===== src/rtl/sequence_counter_if.sv =====
// Control/status bundle between the control unit and the sequence counter.
//   start, halt, clr, step : control requests into the counter
//   code                   : current SC value, feeds the 4-to-16 timing decoder
//   running                : S flip-flop
//   instr_done             : one-cycle pulse the cycle after clr is accepted
//   wrap_err               : sticky flag, SC rolled over without clr
interface sequence_counter_if #(
    parameter int unsigned CODE_W = 4
);
    logic              start;
    logic              halt;
    logic              clr;
    logic              step;
    logic [CODE_W-1:0] code;
    logic              running;
    logic              instr_done;
    logic              wrap_err;

    // Control-unit side: issues requests, observes timing state
    modport master (
        output start, halt, clr, step,
        input  code, running, instr_done, wrap_err
    );

    // Counter side
    modport slave (
        input  start, halt, clr, step,
        output code, running, instr_done, wrap_err
    );
endinterface


===== src/rtl/sequence_counter.sv =====
// Timing-state source for the control unit: sequence counter SC plus
// start/stop flip-flop S.
//   clk    : system clock, rising edge
//   reset  : synchronous, active-high
//   bus    : sequence_counter_if.slave (start/halt/clr/step in;
//            code/running/instr_done/wrap_err out, all registered)
module sequence_counter #(
    parameter int unsigned CODE_W       = 4,
    parameter bit          RUN_ON_RESET = 1'b1
) (
    input  logic                 clk,
    input  logic                 reset,
    sequence_counter_if.slave    bus
);
    localparam logic [CODE_W-1:0] SC_MAX = {CODE_W{1'b1}};

    typedef enum logic {
        ST_STOP = 1'b0,
        ST_RUN  = 1'b1
    } state_t;

    localparam state_t RESET_STATE = RUN_ON_RESET ? ST_RUN : ST_STOP;

    state_t            r_state;
    state_t            w_state_nxt;
    logic [CODE_W-1:0] r_sc;
    logic [CODE_W-1:0] w_sc_nxt;
    logic              r_step_q;
    logic              r_instr_done;
    logic              r_wrap_err;
    logic              w_wrap_nxt;
    logic              w_step_edge;
    logic              w_advance;

    // State and datapath registers
    always_ff @(posedge clk) begin
        if (reset) begin
            r_state      <= RESET_STATE;
            r_sc         <= '0;
            r_step_q     <= 1'b0;
            r_instr_done <= 1'b0;
            r_wrap_err   <= 1'b0;
        end else begin
            r_state      <= w_state_nxt;
            r_sc         <= w_sc_nxt;
            r_step_q     <= bus.step;
            r_instr_done <= bus.clr;
            r_wrap_err   <= w_wrap_nxt;
        end
    end

    // Next-state logic: S uses the current state, so an advance in the same
    // cycle as halt still happens; step edges only matter while stopped.
    always_comb begin
        w_state_nxt = r_state;
        w_sc_nxt    = r_sc;
        w_wrap_nxt  = r_wrap_err;
        w_step_edge = bus.step & ~r_step_q;
        w_advance   = (r_state == ST_RUN) | w_step_edge;

        if (bus.halt) begin
            w_state_nxt = ST_STOP;
        end else if (bus.start) begin
            w_state_nxt = ST_RUN;
        end

        if (bus.clr) begin
            w_sc_nxt = '0;
        end else if (w_advance) begin
            w_sc_nxt = r_sc + CODE_W'(1);
            // Rollover without an end-of-phase clear means a runaway instruction
            if (r_sc == SC_MAX) begin
                w_wrap_nxt = 1'b1;
            end
        end
    end

    assign bus.code       = r_sc;
    assign bus.running    = (r_state == ST_RUN);
    assign bus.instr_done = r_instr_done;
    assign bus.wrap_err   = r_wrap_err;
endmodule

===== src/flat_wrapper.sv =====
// flat-port wrapper written by rule: the top's interface ports become plain ports
module sequence_counter_flat 
#(
    parameter int unsigned CODE_W       = 4,
    parameter bit          RUN_ON_RESET = 1'b1
)
  (clk, reset, bus_start, bus_halt, bus_clr, bus_step, bus_code, bus_running, bus_instr_done, bus_wrap_err);
  sequence_counter_if #(.CODE_W(CODE_W)) bus_i ();
  input  logic clk;
  input  logic reset;
  input wire logic [$bits(bus_i.start)-1:0] bus_start;
  input wire logic [$bits(bus_i.halt)-1:0] bus_halt;
  input wire logic [$bits(bus_i.clr)-1:0] bus_clr;
  input wire logic [$bits(bus_i.step)-1:0] bus_step;
  output wire logic [$bits(bus_i.code)-1:0] bus_code;
  output wire logic [$bits(bus_i.running)-1:0] bus_running;
  output wire logic [$bits(bus_i.instr_done)-1:0] bus_instr_done;
  output wire logic [$bits(bus_i.wrap_err)-1:0] bus_wrap_err;
  assign bus_i.start = bus_start;
  assign bus_i.halt = bus_halt;
  assign bus_i.clr = bus_clr;
  assign bus_i.step = bus_step;
  assign bus_code = bus_i.code;
  assign bus_running = bus_i.running;
  assign bus_instr_done = bus_i.instr_done;
  assign bus_wrap_err = bus_i.wrap_err;
  sequence_counter #(.CODE_W(CODE_W), .RUN_ON_RESET(RUN_ON_RESET)) u_core (.clk(clk), .reset(reset), .bus(bus_i));
endmodule

===== config.mk =====
export PLATFORM = sky130hd
export DESIGN_NAME = sequence_counter_flat
export DESIGN_NICKNAME = d
export VERILOG_FILES = /design/src/rtl/sequence_counter_if.sv /design/src/rtl/sequence_counter.sv /design/src/flat_wrapper.sv
export SDC_FILE = /design/constraint.sdc
export NUM_CORES = 1
export LEC_CHECK = 0
export BUFFER_PORTS_ARGS = -buffer_cell sky130_fd_sc_hd__buf_2
export CELL_PAD_IN_SITES_DETAIL_PLACEMENT = 0
export CELL_PAD_IN_SITES_GLOBAL_PLACEMENT = 1
export CORE_AREA = 2 2 39 41
export DETAILED_ROUTE_END_ITERATION = 6
export DIE_AREA = 0 0 41 43
export PLACE_DENSITY_LB_ADDON = 0.1
export SLEW_MARGIN = 20
export SYNTH_ARGS = -nofsm -noshare
export SYNTH_HDL_FRONTEND = slang
export SYNTH_SLANG_ARGS = --single-unit

===== constraint.sdc =====
create_clock -name clk -period 1.7 [get_ports clk]
set_input_delay 0.34 -clock clk [delete_from_list [all_inputs] [get_ports clk]]
set_output_delay 0.34 -clock clk [all_outputs]
set_load 0.02 [all_outputs]

== After elaboration in Yosys (flattened, before gate mapping) ==
Index checks and enable logic that the tools add are counted.
Operators by class
  add/sub/neg operators: 1
  eq/ne operators: 1
  mux-type cells: 2
  bitwise operators: 4
  reduce and logical (&&, ||, !) cells: 3
Operators with widths (count)
  4-bit by 1-bit adder with 4-bit output, second input constant: 1
  4-bit == test, second input constant: 1
  3-bit AND reduction: 1
  1-bit 2-to-1 mux: 2
  1-bit inverter: 2
  2-bit nonzero test: 1
  2-bit OR reduction: 1
  1-bit AND: 1
  1-bit bitwise OR: 1
Storage, ports and cells
  bits in registers: 8
  input bits: 6
  output and inout bits: 7
  logic and storage cells: 16

== Depth between registers and ports, before layout ==
Gate-level depths: netlist (run 1).
  word-level depth: 4
  gate-level depth with buffers: 4
  mapped depth without buffers: 4

== Least setup slack after synthesis (run 1) ==
Ideal clock, no wire load.
  kind: register to register
  start point: register u_core.r_sc[0], in the netlist u_core.bus.code[0]
  end point: register u_core.r_wrap_err, in the netlist u_core.bus.wrap_err
  arrival: 1.014 ns
  required time: 1.630 ns
  slack: 0.616 ns
  cell stages (with the launch flop): 5
  buffers on the path: 0
  clock period less this slack: 1.084 ns
  cells stage by stage: dfxtp_1 ha_1 and4b_1 o21ai_0 a21oi_1
On the way
  word-level cells in the longest chain between the ends: 2
RTL lines
  start, declared: line sequence_counter.sv:26  | logic [CODE_W-1:0] r_sc;
  start signal, assigned: line sequence_counter.sv:45  | r_sc <= w_sc_nxt;
  4-bit == test: line sequence_counter.sv:72  | if (r_sc == SC_MAX) begin
  3-bit AND reduction (no source line)
  end signal, assigned: line sequence_counter.sv:48  | r_wrap_err <= w_wrap_nxt;
  end, declared: line sequence_counter.sv:30  | logic r_wrap_err;
No other way between the ends.
A chain may end at the register's enable or synchronous reset.

== Worst setup path in the final report (run 1) ==
  start point: register u_core.r_state, in the netlist u_core.bus.running
  end point: output bus_running
RTL lines
  start, declared: line sequence_counter.sv:24  | state_t r_state;
  start signal, assigned: line sequence_counter.sv:44  | r_state <= w_state_nxt;
  end, declared: line flat_wrapper.sv:16  | output wire logic [$bits(bus_i.running)-1:0] bus_running;
No word-level cell between the ends.

==> results of run 1 <==
layer usage:
metal / vias up / global-route usage, % / part of all wire [%]
li1: 152 / - / -
met1: 137 / 11.65 / 45
met2: 9 / 15.94 / 48
met3: 0 / 3.141 / 7.4
met4: 0 / 6.000 / 0
met5: - / 0 / 0
cell usage in the layout (no fill, tap or decap), drive strengths merged:
cell type   n
a21boi      1
a21oi       1
and3        1
and4b       1
buf        12
clkbuf      3
dfxtp       8
ha          1
inv         1
mux2i       2
nand2       2
nor2        2
nor2b       3
o2111ai     1
o21ai       4
o21bai      1
or3         3
or3b        1
report_power, final:
part | switching [mW] | internal [mW] | leakage (nW) | total [mW]
registers | 0.00658 | 0.194 | 0.0656 | 0.201
clock network | 0.0616 | 0.0806 | 0.0138 | 0.142
logic | 0.0200 | 0.0170 | 0.130 | 0.0370
state kept, by name, indices dropped and copies added (netlist names):
register	flops
u_core.bus.code	4
u_core.bus.instr_done	1
u_core.bus.running	1
u_core.bus.wrap_err	1
u_core.r_step_q	1
cell type report:
type,count,area [um^2]
fill,145,950.9
sequential,8,160.2
clock buffer,3,22.52
inverter,1,3.754
tap,16,20.02
timing repair buffer,12,60.06
multi-input combinational,24,166.4
cells by family after synthesis:
logic type	share of synthesized area, %
fa+ha+maj	3.787
mux	6.061
flops	48.48
compound gates	14.77
simple gates	25.76
buf+inv	1.135
stage by stage:
stage               hold slack [ns]  total power [mW]  area (um^2)
global route                 0.2686            0.4026        432.9
finish                       0.2778            0.3801        432.9
CTS                          0.2738            0.3855        432.9
floorplan                    0.4091            0.2251        330.3
global placement             0.4382            0.2408        410.4
detailed placement           0.4379            0.2422        410.4
final timing paths:
kind,from,end,slack [ns],cells past startpoint
worst max register to register,u_core.bus.code[0],u_core.bus.wrap_err,0.67,4
worst min-delay path,bus_halt,u_core.bus.running,0.28,2
worst max-delay path,u_core.bus.running,bus_running,0.45,1
worst min register to register,u_core.bus.wrap_err,u_core.bus.wrap_err,0.45,2
==> impl_metrics.tcl, run 1 <==
set metrics [dict create \
    outcome "complete, no violations" \
    synth.largest_area_cell "sky130_fd_sc_hd__dfxtp_1" \
    post_route_cells_drive_above_1_share_pct 33.33 \
    dp_worst_setup_slack_ns 0.5530 \
    largest_net_degree_at_the_start_of_global_routing 10 \
    postCtsHoldBufs 0 \
    synth.top_cell.area_share_pct 48.48 \
    synth.yosys.seq_area_share_pct 48.48 \
    postSynthNetCount 40 \
    cts.sinks 8 \
    timing.critical_path.to_type "primary output" \
    finalWorstSetupSlack_ns 0.4545 \
    grt_overflow_total 0 \
    cts_htree_levels 1 \
    antenna_found_initial 0 \
    synthesis.area_per_instance_um2 10.01 \
    area_enclosed_by_the_die_boundary_um2 1763 \
    final-setup-viol-count 0 \
    vdd_ir_drop_max_uv 323.4 \
    power_leakage_nw 0.2093 \
    crit_arrival_ns 0.91 \
    critPathMaxFanout 9 \
    first_pass_grt_wire_length_mm 1.207 \
    dr_total_vias 298 \
    routed_wire_length_per_instance_um 10.61 \
    drt.antenna.violating_nets 0 \
    drt_first_pass_iters 1 \
    final-hold-violation-count 0 \
    final.setup_skew_ns 0.001057 \
    timing.final.max_slew_violations 0 \
    dominant_delay_contributor_by_cell_family_on_the_critical_path "flip-flops" \
    cp_cell_sequence "buf_2" \
    mappedNetlistArea_um2 330.3 \
    worst_skew_pair.late_latency_ns 0.25 \
    cts_inserted_buffers 3 \
    syn-instance-count 33 \
    post_cts_resized 0 \
    io_buffers 12 \
    post-route-min-period_ns 1.245 \
    detail_route.iter0.violations 0 \
    most_used_flip_flop_cell_after_synthesis "sky130_fd_sc_hd__dfxtp_1" \
    cts_root_buf "sky130_fd_sc_hd__clkbuf_4" \
    min-delay-path-class "in2reg" \
    critPathRequiredTime_ns 1.36 \
    cts.clk_slew.worst_paths_ns 0.05 \
    grt_pass1_vias 300 \
    critical_path.startpoint_type "register" \
    drt_drc_violations_left 0 \
    worstPathBufferInverterCount 1 \
    tritoncts "done" \
    synth_enable_flop_cells 0 \
    peak_freq_mhz 802.9 \
    fin_util_pct 31.28 \
    design.core.area_um2 1384 \
    die_height_um 43 \
    synthMostInstantiatedCell "sky130_fd_sc_hd__dfxtp_1" \
    synth.area.top_cells "sky130_fd_sc_hd__dfxtp_1, sky130_fd_sc_hd__mux2i_1, sky130_fd_sc_hd__o21ai_0" \
    synth.distinct_cells 17 \
    gp_congestion 0.6697 \
    insertedDiodeCount 0 \
    setup_repair_after_global_routing_missed_its_margin "false" \
    max_cap_viol_count 0 \
    yosys_register_bits 8 \
    design.portCount 13 \
    yosys-top-cells-count "sky130_fd_sc_hd__dfxtp_1, sky130_fd_sc_hd__o21ai_0, sky130_fd_sc_hd__or3_1" \
    finalWirelength_um 679 \
    stdcell_count 64 \
    fin_tns_setup_ns 0 \
    synth.yosys.warnings 0 \
    crit_share_post_route_pct 73.26 \
    power.density_cell_area_nw_per_um2 878.0 \
    groute.usage.overall_pct 10.26 \
    vias_per_cell 4.656 \
    synth_async_reset_ratio_pct 0 \
    worst-slew-pin-transition_ns 0.2553 \
    critPathMaxStageDelay_ns 0.45 \
    die-width_um 41 \
    layout.nets 57 \
    setup.worst_path.class "reg2out" \
    total_placed_cells_including_tap_cells 61 \
    floorplan.initialDensity_pct 23.87 \
    maximum_buffer_depth_of_the_clock_tree 2 \
    slowest_stage "sky130_fd_sc_hd__dfxtp_1" \
    timing.slew.headroom_pct 82.96 \
    postCtsSetupRepairBufs 0 \
    area.growth.synth_to_final_pct 31.06 \
    rows 14 \
]
(Power assumes the default switching activity.)
==> run 2, diff against run 1 <==
clock period = 1.1 ns   (was 1.7 ns; I/O delays follow)
==> run 2 against run 1 <==
  * Clock skew increased by 0.0064 ns
  * Setup slack got worse by 0.40 ns
  * Core utilization increased by 1.4 points
==> impl_metrics.tcl, run 2 (same netlist as run 1, synthesis figures left out) <==
set metrics [dict create \
    worst_skew_pair.late_latency_ns 0.25 \
    postCtsSetupRepairBufs 0 \
    finalHoldWorstSlack_ns 0.1510 \
    stdcell_count 65 \
    design.portCount 13 \
    cts_inserted_buffers 3 \
    r2r-start "u_core.bus.code[1]" \
    rows 14 \
    power.density_cell_area_nw_per_um2 1316 \
    setup.worst_path.class "reg2out" \
    grt_pass1_vias 289 \
    die-width_um 41 \
    largest_net_degree_at_the_start_of_global_routing 10 \
    cts.clk_slew.worst_paths_ns 0.06 \
    fin_tns_setup_ns 0 \
    floorplan.initialDensity_pct 23.87 \
    finalWorstSetupSlack_ns 0.05013 \
    finalWirelength_um 730 \
    area.growth.synth_to_final_pct 37.12 \
    dominant_delay_contributor_by_cell_family_on_the_critical_path "flip-flops" \
    critPathMaxFanout 5 \
    timing.critical_path.to_type "primary output" \
    cts_root_buf "sky130_fd_sc_hd__clkbuf_4" \
    antenna_found_initial 0 \
    outcome "complete, no violations" \
    critPathRequiredTime_ns 0.88 \
    cp_cell_sequence "buf_4" \
    worstReg2RegEnd "u_core.bus.code[1]" \
    post_route_cells_drive_above_1_share_pct 40.82 \
    worstPathBufferInverterCount 1 \
    largest_register_ff_count 4 \
    vias_per_cell 4.646 \
    total_placed_cells_including_tap_cells 62 \
    drt.antenna.violating_nets 0 \
    setup_repair_after_global_routing_missed_its_margin "false" \
    post-route-min-period_ns 1.050 \
    cts.sinks 8 \
    totalPowerFinal_mw 0.5958 \
    postCtsHoldBufs 0 \
    crit_share_post_route_pct 95.44 \
    io_buffers 12 \
    final-hold-violation-count 0 \
    detail_route.iter0.violations 4 \
    timing.slew.headroom_pct 81.55 \
    hold-path-cell-count 2 \
    critical_path.startpoint_type "register" \
    gp_congestion 0.6832 \
    grt_overflow_total 0 \
    slowest_stage "sky130_fd_sc_hd__dfxtp_1" \
    final.setup_skew_ns 0.007461 \
    crit_arrival_ns 0.83 \
    worst-slew-pin-transition_ns 0.2765 \
    max_cap_viol_count 0 \
    dp_worst_setup_slack_ns 0.05513 \
    final-setup-viol-count 0 \
    min-delay-path-class "in2reg" \
    first_pass_grt_wire_length_mm 1.255 \
    power_leakage_nw 0.2159 \
    rr_worst_depth 3 \
    drt_drc_violations_left 0 \
    dr_total_vias 302 \
    critPathMaxStageDelay_ns 0.40 \
    cts_htree_levels 1 \
    peak_freq_mhz 952.5 \
    insertedDiodeCount 0 \
    worstHoldEndpoint "u_core.bus.running" \
    groute.usage.overall_pct 11.18 \
    layout_commonest_cell "sky130_fd_sc_hd__buf_2" \
    timing.final.max_slew_violations 0 \
    tritoncts "done" \
    die_height_um 43 \
    area_enclosed_by_the_die_boundary_um2 1763 \
    vdd_ir_drop_max_uv 673.9 \
    layout.nets 58 \
    maximum_buffer_depth_of_the_clock_tree 2 \
    routed_wire_length_per_instance_um 11.23 \
    worst_hold_startpoint "bus_halt" \
    drt_first_pass_iters 3 \
    most-common-layout-cells "sky130_fd_sc_hd__buf_2, sky130_fd_sc_hd__dfxtp_1, sky130_fd_sc_hd__o21ai_0" \
    ff2ff_setup_slack_ns 0.11 \
    design.core.area_um2 1384 \
]
-- run 2: changes by cell type in the layout (fill, tap and decap cells not counted) --
cell                      previous run  this run
sky130_fd_sc_hd__buf_2              12        10
sky130_fd_sc_hd__dfxtp_2             0         3
sky130_fd_sc_hd__buf_4               0         2
sky130_fd_sc_hd__buf_6               0         1
sky130_fd_sc_hd__dfxtp_1             8         5
-- run 2: worst max-delay path by stage --
stage                                   from                  end  slack (ns)  depth (start not counted)
after global placement              bus_step   u_core.bus.code[0]        0.07                          4
after global routing      u_core.bus.code[2]          bus_code[2]       0.008                          1
final                     u_core.bus.code[2]          bus_code[2]        0.05                          1
after detailed placement            bus_step   u_core.bus.code[0]        0.06                          4
after CTS                 u_core.bus.code[1]          bus_code[1]       0.009                          2
after floorplan           u_core.bus.code[0]  u_core.bus.wrap_err        0.02                          4
-- run 2: where the power goes --
part | total, mW | switching, mW | internal, mW
Sequential | 0.311 | 0.00960 | 0.302
Clock | 0.223 | 0.0980 | 0.125
Combinational | 0.0619 | 0.0325 | 0.0294
Total | 0.596 | 0.140 | 0.456
-- run 2: layer usage --
layer	GRT usage (%)	share of wire, %	up-vias
met5	0	0	-
met4	2.000	0	0
li1	-	-	153
met2	14.69	46	12
met3	9.424	11	0
met1	13.96	44	137
-- run 2: area by class of cell --
| type | instances | area, um^2 |
|---|---|---|
| Fill cell | 156 | 930.9 |
| Inverter | 1 | 3.754 |
| Sequential cell | 8 | 163.9 |
| Multi-Input combinational cell | 24 | 166.4 |
| Clock buffer | 3 | 22.52 |
| Tap cell | 16 | 20.02 |
| Timing Repair Buffer | 13 | 76.32 |
-- run 2: timing repair --
item,in CTS,in global routing
gates cloned,0,0
gates resized for setup,1,5
setup endpoints to repair,1,4
-- run 2: metrics by stage --
stage                     util, %  instance area, um^2
final                       32.73                452.9
after global routing        32.73                452.9
after CTS                   31.92                441.7
after detailed placement    30.20                417.9
after global placement      30.20                417.9
after floorplan                 -                330.3
